File: src/rtl/opb_register_simulink2ppc_snap.sv
`default_nettype none
// ============================================================================
// Module   : opb_register_simulink2ppc_snap
// Brief    : OPB slave readback register: captures a fabric value on a strobe
//            and exposes DATA / STATUS / CTRL to the processor.
// Revision : 1.0 - initial release
// ============================================================================
module opb_register_simulink2ppc_snap #(
   parameter logic [31:0] C_BASEADDR   = 32'h01000200,
   parameter logic [31:0] C_HIGHADDR   = 32'h010002FF,
   parameter int          C_OPB_AWIDTH = 32,
   parameter int          C_OPB_DWIDTH = 32,
   parameter string       C_FAMILY     = "virtex6"
) (
   input  logic                        OPB_Clk,
   input  logic                        OPB_Rst,
   input  logic [0:C_OPB_AWIDTH-1]     OPB_ABus,
   input  logic [0:C_OPB_DWIDTH/8-1]   OPB_BE,
   input  logic [0:C_OPB_DWIDTH-1]     OPB_DBus,
   input  logic                        OPB_RNW,
   input  logic                        OPB_select,
   input  logic                        OPB_seqAddr,
   output logic [0:C_OPB_DWIDTH-1]     Sl_DBus,
   output logic                        Sl_xferAck,
   output logic                        Sl_errAck,
   output logic                        Sl_retry,
   output logic                        Sl_toutSup,
   input  logic [31:0]                 user_data_in,
   input  logic                        user_data_valid
);

   localparam logic [1:0] c_sel_data   = 2'd0;
   localparam logic [1:0] c_sel_status = 2'd1;
   localparam logic [1:0] c_sel_ctrl   = 2'd2;

   // Bus-side transfer state latched in the hit cycle
   logic        r_ack;
   logic [31:0] r_dbus;
   logic        r_rnw;
   logic [1:0]  r_sel;
   logic        r_wr_be;
   logic        r_wr_frz;
   logic        r_wr_clr;

   // User-visible register state
   logic [31:0] r_data;
   logic        r_new;
   logic        r_ovr;
   logic        r_frz;
   logic [15:0] r_count;

   logic        w_in_range;
   logic        w_hit;
   logic [1:0]  w_sel;
   logic [31:0] w_rd_mux;
   logic        w_cap;
   logic        w_clr_new;
   logic        w_clr_ovr;
   logic        w_ctrl_wr;
   logic        w_unused;

   assign w_in_range = (OPB_ABus >= C_BASEADDR) && (OPB_ABus <= C_HIGHADDR);
   assign w_hit      = OPB_select && w_in_range && !r_ack;
   assign w_sel      = OPB_ABus[C_OPB_AWIDTH-4:C_OPB_AWIDTH-3];

   always_comb begin
      w_rd_mux = 32'h0;
      case (w_sel)
         c_sel_data:   w_rd_mux = r_data;
         c_sel_status: w_rd_mux = {r_new, r_ovr, 13'h0, r_frz, r_count};
         c_sel_ctrl:   w_rd_mux = {31'h0, r_frz};
         default:      w_rd_mux = 32'h0;
      endcase
   end

   // Side effects land at the edge that ends the ack cycle
   assign w_cap     = user_data_valid && !r_frz;
   assign w_clr_new = r_ack && r_rnw && (r_sel == c_sel_data);
   assign w_clr_ovr = r_ack && r_rnw && (r_sel == c_sel_status);
   assign w_ctrl_wr = r_ack && !r_rnw && (r_sel == c_sel_ctrl) && r_wr_be;

   always_ff @(posedge OPB_Clk) begin
      if (OPB_Rst) begin
         r_ack    <= 1'b0;
         r_dbus   <= 32'h0;
         r_rnw    <= 1'b0;
         r_sel    <= 2'd0;
         r_wr_be  <= 1'b0;
         r_wr_frz <= 1'b0;
         r_wr_clr <= 1'b0;
      end else begin
         r_ack  <= w_hit;
         r_dbus <= (w_hit && OPB_RNW) ? w_rd_mux : 32'h0;
         if (w_hit) begin
            r_rnw    <= OPB_RNW;
            r_sel    <= w_sel;
            r_wr_be  <= OPB_BE[C_OPB_DWIDTH/8-1];
            r_wr_frz <= OPB_DBus[C_OPB_DWIDTH-1];
            r_wr_clr <= OPB_DBus[C_OPB_DWIDTH-2];
         end
      end
   end

   always_ff @(posedge OPB_Clk) begin
      if (OPB_Rst) begin
         r_data  <= 32'h0;
         r_new   <= 1'b0;
         r_ovr   <= 1'b0;
         r_frz   <= 1'b0;
         r_count <= 16'h0;
      end else begin
         if (w_cap) begin
            r_data <= user_data_in;
         end

         // A capture in the same cycle as a clearing read keeps the flag set
         if (w_cap) begin
            r_new <= 1'b1;
         end else if (w_clr_new) begin
            r_new <= 1'b0;
         end

         if (w_cap && r_new) begin
            r_ovr <= 1'b1;
         end else if (w_clr_ovr) begin
            r_ovr <= 1'b0;
         end

         if (w_ctrl_wr && r_wr_clr) begin
            r_count <= 16'h0;
         end else if (w_cap) begin
            r_count <= r_count + 16'd1;
         end

         if (w_ctrl_wr) begin
            r_frz <= r_wr_frz;
         end
      end
   end

   assign Sl_DBus    = r_dbus;
   assign Sl_xferAck = r_ack;
   assign Sl_errAck  = 1'b0;
   assign Sl_retry   = 1'b0;
   assign Sl_toutSup = 1'b0;

   assign w_unused = &{1'b0, OPB_seqAddr, OPB_BE[0:C_OPB_DWIDTH/8-2],
                       OPB_DBus[0:C_OPB_DWIDTH-3]};

endmodule
`default_nettype wire

File: config.mk
export PLATFORM = sky130hd
export DESIGN_NAME = opb_register_simulink2ppc_snap
export DESIGN_NICKNAME = d
export VERILOG_FILES = /design/src/rtl/opb_register_simulink2ppc_snap.sv
export SDC_FILE = /design/constraint.sdc
export NUM_CORES = 1
export LEC_CHECK = 0
export ABC_AREA = 0
export CAP_MARGIN = 15
export CORE_ASPECT_RATIO = 2
export CORE_UTILIZATION = 30
export DETAILED_ROUTE_END_ITERATION = 8
export PLACE_DENSITY = 0.69
export SYNTH_ARGS = -nofsm -noshare
export SYNTH_HDL_FRONTEND = slang
export SYNTH_SLANG_ARGS = --single-unit
File: constraint.sdc
create_clock -name OPB_Clk -period 5.95 [get_ports OPB_Clk]
set_input_delay 1.785 -clock OPB_Clk [delete_from_list [all_inputs] [get_ports OPB_Clk]]
set_output_delay 1.785 -clock OPB_Clk [all_outputs]
set_load 0.1 [all_outputs]
==> summary.txt <==
Run status
  – Status: finished clean

Pwr
  – Total power: 1.25 mW
  – VDD IR max: 0.149 mV
  – Pwr/cell area: 264 mW/mm^2
  – P_leak: 1.73 nW

Cells and area
  – Nets: 576
  – # diodes: 0
  – Layout cells sized above 1: 0.0549
  – Finished Cell Area: 0.00474 sq mm
  – Syn-to-layout area delta: 40.1%

Synthesis
  – Area contributors post-synth: dfxtp_1 (53%), nand2_1 (8.0%), a21oi_1 (6.4%)
  – Post-Synthesis Cells: 380
  – Synth Register Bits: 90
  – Syn_area_per_cell: 8.90 sq um
  – Netlist cell types: 40
  – Share of the synthesized area in the top cell type: 0.533
  – Top_reg_cell synth: dfxtp_1
  – EDFF count, synth: 0
  – Post-synthesis adder-cell area fraction: 0.00370
  – Largest family of logic cells by synthesized area: simple AND/OR/NAND/NOR gates
  – Synth Area in Simple Gates: 0.242
  – Compound-gate portion of the synthesized area: 0.0918
  – Synth Warn #: 0
  – Ys async rst share: 0
  – XOR/XNOR Fraction of Synth Area: 0.0259
  – Mux cell area share after synthesis: 0.0625
  – Synth area leader: dfxtp_1
  – Seq/Total Area, Yosys: 0.533
  – Syn Std Cell Area: 0.00338 sq mm

Detailed routing
  – First-pass iteration count of the detailed router: 4
  – Drt drc: 0
  – 1st-iter DRT viols: 141
  – Final ANT Viol Nets: 0
  – Final WL: 8.22 mm
  – Via Count: 2839
  – Via-to-Cell Ratio: 4.62
  – WL/cell: 13.4 um

Job
  – Maxcap violations: 0

Worst setup path
  – Worst setup SP type: input pin
  – Crit end category: flip-flop
  – Worst Path Arrival: 4280 ps
  – Crit-path max FO: 18
  – Worst reg2reg path endpoint: Sl_DBus[27]$_SDFF_PP0_
  – Reg2reg start: Sl_xferAck$_SDFF_PP0_
  – CP required: 6200 ps
  – Slack of the worst reg-to-reg path: 3470 ps
  – Reg2Reg Depth: 4
  – WS Path Type: in -> reg

CTS
  – Post_cts resized: 0
  – CTS Buf Count: 9
  – Post-CTS setup buffers: 0
  – Hold-fix buffers, CTS: 0
  – Worst-Skew Late Latency: 340 ps
  – CTS max path bufs: 2
  – Root Buffer: clkbuf_16
  – Clock sink count: 90
  – Number of H-tree levels: 3
  – Worst-path clk slew: 60 ps
  – TritonCTS clock tree: yes

Die
  – Die area: 0.0117 sq mm
  – CORE AREA: 0.0109 sq mm
  – FP Rows: 54
  – Top Ports: 142
  – Die H: 152 um
  – DIE WIDTH: 77.1 um
  – Initial Utilization: 0.309

Min path
  – Hold Startpoint: r_data[19]$_SDFFE_PP0P_
  – Worst hold path class: reg -> reg
  – Hold Path Cell Cnt: 2
  – Hold Path End: r_data[19]$_SDFFE_PP0P_

STA
  – Fin. max-slew vios: 0
  – Tcrit/Tclk final: 0.676
  – RSZ-0062 raised after global routing: no
  – Worst-margin pin slew: 1020 ps
  – Clock Skews: 5.92 ps
  – TNS Setup: 0 ps
  – Final hold violation count: 0
  – Slew headroom: 0.317
  – Max frequency: 248 MHz
  – Final min period: 4020 ps
  – Setup-failing EPs final: 0

Placed design
  – Cell Area, Placed: 0.00446 sq mm
  – Gpl congestion: 0.812
  – Post-DP HPWL: 5.92 mm
  – Number of port buffers: 98

Global routing
  – Total Routing Usage GR: 0.150
  – Congestion Overflow GR: 0
  – Initial antenna violation count: 0
  – Pin count of the biggest net entering global routing: 45
  – Global-route wire length before repair: 13.7 mm
  – Number of global-route vias before repair: 2900
-- stage by stage --
step | util | setup WS [ps] | hold slack, ps | std cells
after global routing | 0.433 | 1700 | 470 | 614
after CTS | 0.433 | 1910 | 451 | 614
after floorplan | - | 2770 | 430 | 382
after detailed placement | 0.407 | 1570 | 442 | 598
after global placement | 0.407 | 1590 | 436 | 598
final | 0.433 | 1930 | 449 | 614
-- placed cells by master (no fill, tap or decap), types with 2 or more instances in the layout --
cell type and count:
a21oi_1 43, and2_1 14, and3_1 2, and4_1 2
buf_4 4, clkbuf_16 9, clkdlybuf4s50_1 98, clkinv_2 2
clkinv_4 2, clkinvlp_4 2, conb_1 3, dfxtp_1 90
inv_1 4, mux2i_1 20, nand2_1 72, nand2b_1 2
nand3_1 13, nand4_1 4, nand4b_1 2, nor2_1 35
nor3_1 4, nor4_1 5, nor4b_1 2, o21ai_0 9
o31ai_1 2, or3_1 3, or4_1 2, xnor2_1 5
xor2_1 5
-- power breakdown --
group          switching (mW)  leakage (nW)  internal [mW]
Sequential            0.00825         0.732          0.617
Combinational          0.0454         0.868         0.0552
Clock                   0.232         0.134          0.294
Total                   0.285          1.73          0.966
-- layout make-up --
type / count / area (sq um)
Tap cell: 140 / 175
Inverter: 4 / 15.0
Multi-Input combinational cell: 262 / 1450
Sequential cell: 90 / 1800
Timing Repair Buffer: 102 / 1010
Fill cell: 1116 / 6210
Clock inverter: 6 / 42.5
Clock buffer: 10 / 239
-- synth_stat cells, types with 2 or more instances --
library cell and count:
buf_1 2, buf_4 4, nor2_1 35, nand4_1 4, nor4b_1 2, and2_1 14
inv_1 4, dfxtp_1 90, nand3_1 13, a21oi_1 43, nor3_1 4, xnor2_1 5
or3_1 3, o31ai_1 2, nand2_1 72, nand2b_1 2, and3_1 2, nor4_1 5
nand4b_1 2, mux2i_1 20, clkbuf_1 18, nor2b_1 2, xor2_1 5, o21ai_0 9
and4_1 2, or4_1 2
-- flip-flops by register name, indices dropped and copies added (netlist names) --
name,count
r_count,16
r_data,32
r_new,1
Sl_xferAck,1
r_rnw,1
r_wr_clr,1
r_frz,1
r_ovr,1
Sl_DBus,32
r_wr_frz,1
r_sel,2
r_wr_be,1
-- critical path, stage by stage --
cell	delay (ps)
clkdlybuf4s50_1	400
nor4_1	370
nand4_1	450
or4_1	1010
nor2_1	260
-- routing by layer --
| layer | track usage | wire length, um | vias to the layer above |
|---|---|---|---|
| met5 | 0 | 0 | - |
| met4 | 0.0827 | 244 | 0 |
| met3 | 0.0306 | 269 | 15 |
| met2 | 0.285 | 4670 | 69 |
| met1 | 0.146 | 3040 | 1311 |
| li1 | - | - | 1444 |
-- kinds of logic after synthesis --
| group | count (synthesis) |
|---|---|
| flip-flops | 90 |
| other | 1 |
| adder cells (fa/ha/maj) | 1 |
| AND/OR/NAND/NOR | 169 |
| XOR/XNOR | 10 |
| buffers and inverters | 30 |
| multiplexers | 21 |
| AO/OA/AOI/OAI | 58 |
-- worst max path at each step --
stage                              to  depth (start not counted)  slack, ps   startpoint
2_1_floorplan  Sl_DBus[23]$_SDFF_PP0_                          6       2770  OPB_ABus[5]
3_3_place_gp   Sl_DBus[15]$_SDFF_PP0_                          5       1590  OPB_ABus[5]
5_1_grt        Sl_DBus[15]$_SDFF_PP0_                          5       1700  OPB_ABus[5]
3_5_place_dp   Sl_DBus[15]$_SDFF_PP0_                          5       1570  OPB_ABus[5]
6_report       Sl_DBus[27]$_SDFF_PP0_                          5       1930  OPB_ABus[3]
4_1_cts        Sl_DBus[15]$_SDFF_PP0_                          5       1910  OPB_ABus[5]
Note: power is estimated with default switching activity, not from simulation.
